[config.mk]
export PLATFORM = sky130hd
export DESIGN_NAME = latency_return_buffer
export DESIGN_NICKNAME = d
export VERILOG_FILES = /design/src/rtl/gpu_pkg.sv /design/src/rtl/return_fifo.sv /design/src/rtl/latency_return_buffer.sv
export SDC_FILE = /design/constraint.sdc
export NUM_CORES = 1
export LEC_CHECK = 0
export ABC_CLOCK_PERIOD_IN_PS = 2400
export BUFFER_PORTS_ARGS = -buffer_cell sky130_fd_sc_hd__buf_4
export CORE_ASPECT_RATIO = 0.6
export CORE_MARGIN = 8
export CORE_UTILIZATION = 52
export CTS_CLUSTER_DIAMETER = 80
export DETAILED_ROUTE_END_ITERATION = 10
export PLACE_DENSITY = 0.74
export REMOVE_ABC_BUFFERS = 1
export SYNTH_ARGS = -nofsm -noshare
export SYNTH_HDL_FRONTEND = slang
export SYNTH_SLANG_ARGS = --single-unit
export TNS_END_PERCENT = 100
[constraint.sdc]
create_clock -name clk_i -period 2.4 [get_ports clk_i]
set_clock_uncertainty 0.2 [all_clocks]
set_input_delay 0.24 -clock clk_i [delete_from_list [all_inputs] [get_ports clk_i]]
set_output_delay 0.24 -clock clk_i [all_outputs]
set_load 0.01 [all_outputs]
[src/rtl/gpu_pkg.sv]
// Shared defaults for the GPU return-path blocks: pipeline latency, data width
// and the minimum buffer depth that still allows one issue per cycle.
package gpu_pkg;

  localparam int DEFAULT_LATENCY = 5;
  localparam int DEFAULT_WIDTH   = 8;

  // One slot per in-flight beat, plus one for the registered head and one
  // for the cycle a returned credit takes to reach issue_ready_o.
  function automatic int min_full_rate_depth(input int latency);
    return latency + 2;
  endfunction

endpackage

[src/rtl/return_fifo.sv]
// Synchronous FIFO with modulo-DEPTH pointers (any DEPTH, not just powers of two).
// The head is visible one cycle after its write; there is no write-to-read bypass.
module return_fifo
  import gpu_pkg::*;
#(
  parameter int WIDTH = DEFAULT_WIDTH,
  parameter int DEPTH = min_full_rate_depth(DEFAULT_LATENCY)
) (
  input  logic                       clk_i,
  input  logic                       reset_ni,
  input  logic                       wr_en,
  input  logic [WIDTH-1:0]           wr_data,
  input  logic                       rd_en,
  output logic                       rd_valid,
  output logic [WIDTH-1:0]           rd_data,
  output logic [$clog2(DEPTH+1)-1:0] count
);

  localparam int PTR_W = (DEPTH > 1) ? $clog2(DEPTH) : 1;
  localparam int CNT_W = $clog2(DEPTH+1);

  logic [WIDTH-1:0] mem_r [DEPTH];
  logic [PTR_W-1:0] wr_ptr_r;
  logic [PTR_W-1:0] rd_ptr_r;
  logic [CNT_W-1:0] count_r;
  logic             full_s;
  logic             do_wr_s;
  logic             do_rd_s;

  function automatic logic [PTR_W-1:0] ptr_inc(input logic [PTR_W-1:0] ptr);
    if (ptr == PTR_W'(DEPTH - 1)) begin
      return {PTR_W{1'b0}};
    end else begin
      return ptr + PTR_W'(1'b1);
    end
  endfunction

  assign full_s  = (count_r == CNT_W'(DEPTH));
  assign do_rd_s = rd_en & (count_r != {CNT_W{1'b0}});
  // When full, a write is only legal because the simultaneous read frees the head slot.
  assign do_wr_s = wr_en & (~full_s | do_rd_s);

  // Storage array; the head read below sees the old contents on a same-slot write.
  always_ff @(posedge clk_i) begin
    if (do_wr_s) begin
      mem_r[wr_ptr_r] <= wr_data;
    end
  end

  // Pointer and occupancy registers.
  always_ff @(posedge clk_i or negedge reset_ni) begin
    if (!reset_ni) begin
      wr_ptr_r <= {PTR_W{1'b0}};
      rd_ptr_r <= {PTR_W{1'b0}};
      count_r  <= {CNT_W{1'b0}};
    end else begin
      if (do_wr_s) begin
        wr_ptr_r <= ptr_inc(wr_ptr_r);
      end
      if (do_rd_s) begin
        rd_ptr_r <= ptr_inc(rd_ptr_r);
      end
      case ({do_wr_s, do_rd_s})
        2'b10:   count_r <= count_r + CNT_W'(1'b1);
        2'b01:   count_r <= count_r - CNT_W'(1'b1);
        default: count_r <= count_r;
      endcase
    end
  end

  // Head data is forced to zero while empty so reset and idle look identical.
  always_comb begin
    rd_valid = (count_r != {CNT_W{1'b0}});
    rd_data  = {WIDTH{1'b0}};
    if (rd_valid) begin
      rd_data = mem_r[rd_ptr_r];
    end else begin
      rd_data = {WIDTH{1'b0}};
    end
  end

  assign count = count_r;

endmodule

[src/rtl/latency_return_buffer.sv]
// Credit-controlled landing buffer for a fixed-latency pipeline: issues are only
// accepted while a buffer slot is guaranteed for the beat that returns LATENCY cycles later.
module latency_return_buffer
  import gpu_pkg::*;
#(
  parameter int LATENCY = DEFAULT_LATENCY,
  parameter int WIDTH   = DEFAULT_WIDTH,
  parameter int DEPTH   = min_full_rate_depth(LATENCY)
) (
  input  logic                       clk_i,
  input  logic                       reset_ni,
  input  logic                       issue_valid_i,
  output logic                       issue_ready_o,
  input  logic                       ret_valid_i,
  input  logic [WIDTH-1:0]           ret_data_i,
  output logic                       out_valid_o,
  output logic [WIDTH-1:0]           out_data_o,
  input  logic                       out_ready_i,
  output logic [$clog2(DEPTH+1)-1:0] count_o,
  output logic                       overflow_o
);

  localparam int CNT_W = $clog2(DEPTH+1);

  if (LATENCY < 1 || LATENCY > 64) begin : g_bad_latency
    $error("latency_return_buffer: LATENCY must be within 1..64");
  end
  if (DEPTH < 1 || DEPTH > 128) begin : g_bad_depth
    $error("latency_return_buffer: DEPTH must be within 1..128");
  end

  logic [CNT_W-1:0] credits_r;
  logic [CNT_W-1:0] fifo_count_s;
  logic [WIDTH-1:0] fifo_data_s;
  logic             fifo_valid_s;
  logic             accept_s;
  logic             pop_s;
  logic             full_s;
  logic             fifo_wr_s;
  logic             overflow_r;

  assign issue_ready_o = (credits_r != {CNT_W{1'b0}});
  assign accept_s      = issue_valid_i & issue_ready_o;
  assign pop_s         = fifo_valid_s & out_ready_i;
  assign full_s        = (fifo_count_s == CNT_W'(DEPTH));
  // Returns are never back-pressured; a beat with nowhere to land is dropped.
  assign fifo_wr_s     = ret_valid_i & (~full_s | pop_s);

  // Credit counter: one credit per buffer slot, consumed on issue, returned on pop.
  always_ff @(posedge clk_i or negedge reset_ni) begin
    if (!reset_ni) begin
      credits_r <= CNT_W'(DEPTH);
    end else begin
      case ({accept_s, pop_s})
        2'b10: begin
          if (credits_r != {CNT_W{1'b0}}) begin
            credits_r <= credits_r - CNT_W'(1'b1);
          end
        end
        2'b01: begin
          if (credits_r != CNT_W'(DEPTH)) begin
            credits_r <= credits_r + CNT_W'(1'b1);
          end
        end
        default: credits_r <= credits_r;
      endcase
    end
  end

  // Sticky overflow flag, cleared only by reset.
  always_ff @(posedge clk_i or negedge reset_ni) begin
    if (!reset_ni) begin
      overflow_r <= 1'b0;
    end else if (ret_valid_i && full_s && !pop_s) begin
      overflow_r <= 1'b1;
    end
  end

  return_fifo #(
    .WIDTH (WIDTH),
    .DEPTH (DEPTH)
  ) u_fifo (
    .clk_i    (clk_i),
    .reset_ni (reset_ni),
    .wr_en    (fifo_wr_s),
    .wr_data  (ret_data_i),
    .rd_en    (out_ready_i),
    .rd_valid (fifo_valid_s),
    .rd_data  (fifo_data_s),
    .count    (fifo_count_s)
  );

  assign out_valid_o = fifo_valid_s;
  assign out_data_o  = fifo_data_s;
  assign count_o     = fifo_count_s;
  assign overflow_o  = overflow_r;

endmodule

==> reports/metrics.yaml, run 1 <==
whs_endpoint: "credits_r[2]"
min_period_ns: 2.26
crit_family: "multiplexers"
cpPeakStageDelay_ns: 0.53
drtAntennaViolNets: 0
grt_max_degree: 29
period_share: 0.941
layout_commonest_cell: "edfxtp_1"
wl_per_cell_um: 16.6
p_seq_frac: 0.422
drt-vias-per-instance: 5.30
first_pass_iters: 4
port_buffers: 26
finalNetCount: 271
holdPathStages: 3
ff2ff_setup_slack_ns: 0.15
vias: 1796
cp_max_fo: 20
antenna_found_initial: 0
startpoint_type: "flip-flop"
ctsResizeCount: 0
slew_headroom: 0.600
drv_slew: 0
die_area_sq_um: 8570
clockBufferDepth: 2
grt-ovfl-total: 0
first_iter_violations: 72
crit_required_ns: 1.96
ys_warn_count: 0
core-area_sq_um: 5600
critPathCaptureType: "primary output"
status: "finished clean"
syn_inst: 207
slowest_stage: "mux4_2"
die_h_um: 75.0
switching_share: 0.333
timing.fmax_ghz: 0.443
path_clk_slew_ns: 0.07
cts_setup_buffers: 0
crit_type: "reg -> out"
cts_buffers: 9
gp_congestion: 0.838
fin_cells: 339
combinationalPowerShare: 0.381
finalHoldViolCount: 0
finalSetupTns_ns: 0
grt_util_all_layers: 0.149
power_leakage_nw: 1.36
cts_max_level: 3
p_per_area_nw_per_um2: 1180
syn_avg_cell_area_sq_um: 14.6
wirelength_um: 5620
cts_hold_buf: 10
cts_tree: "done"
worst_pin_slew_ns: 0.601
fp.dieW_um: 114
syn2layout_area_growth_pct: 20.5
place_inst: 314
synth.cell_area_sq_um: 3010
drc: 0
r2r-end: "credits_r[1]"
hold_path.class: "in -> reg"
rows: 21
clkLatencyLatePin_ns: 0.33
netSwitchingPower_mw: 1.43
drv_cap: 0
path_cells: "buf_12 -> mux4_2 -> mux2i_1 -> nor2_1 -> buf_4"
grt_pass1_wl_um: 9380
drive_above_1_share: 0.243
crit_buf_inv: 2
cts_sinks: 69
worstReg2RegStart: "credits_r[0]"
start_util: 0.538
final-setup-viol-count: 0
peakVddDrop_mv: 0.564
num_io_pins: 27
clock_power_share: 0.197
arrival_ns: 1.82
grt_pass1_vias: 1790
holdCritStartpoint: "issue_valid_i"
seq_area_frac_synth: 0.667
reg2reg_depth: 6
diodes: 0
rsz0062_at_grt: "no"
cts_root_buf: "clkbuf_8"
internal_power_mw: 2.86
final_cell_mix: "edfxtp_1, buf_4, mux2i_1, nand2_1, o21ai_0"
synth.ff_latch_count: 69
dp_hpwl_um: 3800
synth_cell_types: 40
power by group through the flow:
stage	clock (mW)	combinational (mW)	sequential (mW)
2_1_floorplan	0	0.903	1.89
3_3_place_gp	0	1.60	1.82
3_5_place_dp	0	1.64	1.83
4_1_cts	0.869	1.66	1.81
5_1_grt	0.916	1.81	1.86
6_report	0.846	1.63	1.81
registers in the layout (all words and copies together), names as in the netlist:
register / flops
overflow_o: 1
u_fifo.count: 3
credits_r: 3
u_fifo.rd_ptr_r: 3
u_fifo.mem_r: 56
u_fifo.wr_ptr_r: 3
logic make-up (layout without fill, tap and decap cells):
logic type | count (synthesis) | count (layout) | share of synthesized area
adder cells (fa/ha/maj) | 3 | 3 | 0.0174
XOR/XNOR | 4 | 4 | 0.0116
flip-flops | 69 | 69 | 0.667
AND/OR/NAND/NOR | 53 | 53 | 0.0860
buffers and inverters | 21 | 73 | 0.0324
multiplexers | 25 | 25 | 0.116
AO/OA/AOI/OAI | 32 | 32 | 0.0689
how the worst max path moves through the flow:
stage | slack, ns | end | from | cells past startpoint
finish | 0.14 | out_data_o[7] | u_fifo.rd_ptr_r[0] | 5
global route | 0.05 | credits_r[1] | credits_r[0] | 6
CTS | 0.11 | out_data_o[7] | u_fifo.rd_ptr_r[0] | 5
detailed placement | 0.15 | credits_r[1] | credits_r[0] | 6
global placement | 0.19 | credits_r[1] | credits_r[0] | 6
floorplan | 0.10 | credits_r[1] | u_fifo.count[1] | 6
synth_stat cells:
library cell | number | area (sq um)
and3_1 | 1 | 6.26
nand2b_1 | 2 | 12.5
o211ai_1 | 1 | 7.51
buf_2 | 1 | 5.00
nand3b_1 | 1 | 7.51
dfrtp_1 | 10 | 250
nand3_2 | 1 | 10.0
a31oi_1 | 1 | 6.26
nor4_1 | 1 | 6.26
ha_1 | 1 | 12.5
a21oi_1 | 2 | 10.0
a21o_1 | 3 | 22.5
buf_1 | 1 | 3.75
nand4b_1 | 3 | 26.3
mux2i_1 | 17 | 170
xor2_1 | 2 | 17.5
or3_1 | 1 | 6.26
o21bai_1 | 2 | 15.0
xnor2_1 | 2 | 17.5
a221o_1 | 1 | 10.0
dfstp_2 | 3 | 78.8
o31ai_4 | 1 | 21.3
a211oi_1 | 3 | 22.5
edfxtp_1 | 56 | 1680
fa_1 | 2 | 40.0
nor3b_1 | 1 | 7.51
mux4_2 | 8 | 180
buf_4 | 2 | 15.0
clkbuf_1 | 7 | 26.3
and4b_1 | 1 | 10.0
inv_4 | 1 | 6.26
buf_6 | 1 | 11.3
nand3_1 | 2 | 10.0
nand4_1 | 2 | 12.5
nand2_1 | 17 | 63.8
o21ai_0 | 17 | 85.1
inv_1 | 8 | 30.0
nor2_1 | 16 | 60.1
o31ai_1 | 1 | 7.51
nor3_1 | 4 | 20.0
worst min-delay path: stages:
cell,delay [ns]
buf_4,0.16
nand3_1,0.09
nand4_1,0.09
area by class of cell:
cell class	count	area (sq um)
multi-input combinational	117	905
sequential	69	2010
timing repair buffer	49	405
fill	436	1970
clock buffer	12	135
clock inverter	3	37.5
inverter	9	36.3
tap	80	100
per-layer routing:
metal | GRT usage | share of wire | vias to the layer above
met2 | 0.217 | 0.44 | 51
met1 | 0.201 | 0.49 | 865
met4 | 0.0791 | 0.020 | 0
li1 | - | - | 871
met5 | 0 | 0 | -
met3 | 0.0424 | 0.054 | 9
metrics by stage:
stage	worst slack (ns)	power (mW)	util	cell area, sq um	hold slack (ns)
finish	0.141	4.29	0.649	3630	0.0692
global route	0.0512	4.59	0.649	3630	0.0677
CTS	0.109	4.34	0.649	3630	0.0497
detailed placement	0.149	3.47	0.600	3360	-0.102
global placement	0.192	3.42	0.600	3360	-0.102
floorplan	0.101	2.80	-	2950	-0.256
Power figures use the tool's default switching activity.
==> inputs of run 2 (changes only) <==
==> constraint.sdc (replaced) <==
create_clock -name clk_i -period 2.4 [get_ports clk_i]
set_clock_uncertainty 0.2 [all_clocks]
set_input_delay 0.24 -clock clk_i [delete_from_list [all_inputs] [get_ports clk_i]]
set_output_delay 0.24 -clock clk_i [all_outputs]
set_load 0.1 [all_outputs]
==> run 2 against run 1 <==
Effect of this change:
- register-to-register slack about the same
- worst hold slack lost 0.0055 ns
- clock-buffer cell count unchanged
- worst setup slack got worse by 0.065 ns
==> reports/metrics.yaml, run 2 (synthesis results as in run 1) <==
grt-ovfl-total: 0
die_h_um: 75.0
whs_endpoint: "credits_r[2]"
reg2reg_depth: 6
final-setup-viol-count: 0
grt_max_degree: 29
path_clk_slew_ns: 0.07
period_share: 0.968
finalSetupTns_ns: 0
place_inst: 314
fin_cells: 340
clockBufferDepth: 2
first_iter_violations: 84
cp_max_fo: 10
regMostFlops: "u_fifo.mem_r"
wirelength_um: 5760
holdCritStartpoint: "issue_valid_i"
die_area_sq_um: 8570
final_area_sq_um: 3670
vias: 1798
critPathCaptureType: "primary output"
grt_pass1_vias: 1790
crit_required_ns: 1.96
start_util: 0.538
largest_reg_flops: 56
finalNetCount: 272
critical_path_depth: 5
layout_commonest_cell: "edfxtp_1"
crit_type: "reg -> out"
final_cell_mix: "edfxtp_1, buf_4, mux2i_1, nand2_1, o21ai_0"
hold_path.class: "in -> reg"
path_cells: "buf_12 -> mux4_2 -> mux2i_1 -> nor2_1 -> buf_4"
holdWs_ns: 0.0637
drt-vias-per-instance: 5.29
cts_sinks: 69
dp_hpwl_um: 3800
core-area_sq_um: 5600
gp_congestion: 0.838
grt_pass1_wl_um: 9380
grt_util_all_layers: 0.149
cts_max_level: 3
finalHoldViolCount: 0
slowest_stage: "mux4_2"
wl_per_cell_um: 16.9
slew_headroom: 0.593
antenna_found_initial: 0
startpoint_type: "flip-flop"
cts_buffers: 9
drc: 0
rows: 21
drive_above_1_share: 0.250
worst_pin_slew_ns: 0.610
syn2layout_area_growth_pct: 21.7
crit_family: "multiplexers"
cts_setup_buffers: 0
diodes: 0
arrival_ns: 1.88
dpl_cell_area_sq_um: 3360
ff2ff_setup_slack_ns: 0.14
first_pass_iters: 4
crit_buf_inv: 2
drtAntennaViolNets: 0
drv_cap: 0
rsz0062_at_grt: "no"
cts_root_buf: "clkbuf_8"
holdPathStages: 3
port_buffers: 26
r2r-end: "credits_r[1]"
min_period_ns: 2.32
cpPeakStageDelay_ns: 0.52
worstReg2RegStart: "credits_r[0]"
timing.fmax_ghz: 0.430
status: "finished clean"
cts_tree: "done"
drv_slew: 0
fp.dieW_um: 114
num_io_pins: 27
clkLatencyLatePin_ns: 0.33
[run 2: cell types whose count changed in the layout (fill, tap and decap cells not counted), sizes merged]
cell / delta
clkbuf: +1
[run 2: worst register-to-register path, cell delays in order (launching register included)]
cell and delay, ns:
dfstp_2 0.42, or3_1 0.40, nand2_1 0.08, nand2_1 0.06, fa_1 0.50, o21bai_1 0.18, a221o_1 0.34
[run 2: metal layers]
metal	routed length, um	global-route usage	up-vias
li1	-	-	872
met1	2880	0.201	877
met2	2480	0.217	39
met3	275	0.0424	10
met4	125	0.0791	0
met5	0	0	-
[run 2: through the flow]
step	setup slack, ns	util
finish	0.0761	0.655
global route	0.00737	0.655
CTS	0.0175	0.649
detailed placement	0.149	0.600
global placement	0.192	0.600
floorplan	-0.704	-
[run 2: layout make-up]
| class | instances | area, sq um |
|---|---|---|
| repair buffers | 50 | 442 |
| fillers | 428 | 1930 |
| flip-flops and latches | 69 | 2010 |
| multi-input cells | 117 | 905 |
| inverters | 9 | 36.3 |
| well taps | 80 | 100 |
| clock buffers | 12 | 135 |
| clock inverters | 3 | 37.5 |
[run 2: what timing repair did]
| item | 4_1_cts | 5_1_grt |
|---|---|---|
| hold buffers | 10 | 0 |
| endpoints found under the hold margin | 70 | 0 |
| resized for setup | 0 | 4 |
| setup endpoints to repair | 0 | 5 |
[run 2: worst max path at each step]
stage	startpoint	to
after floorplan	u_fifo.count[0]	out_data_o[0]
after global placement	credits_r[0]	credits_r[1]
after detailed placement	credits_r[0]	credits_r[1]
after CTS	u_fifo.rd_ptr_r[0]	out_data_o[7]
after global routing	u_fifo.rd_ptr_r[0]	out_data_o[4]
final	u_fifo.rd_ptr_r[0]	out_data_o[4]
Power of run 2 is left out: the tool's default activity adds up to more than one toggle a clock period on the data nets, which glitch-free logic cannot reach.
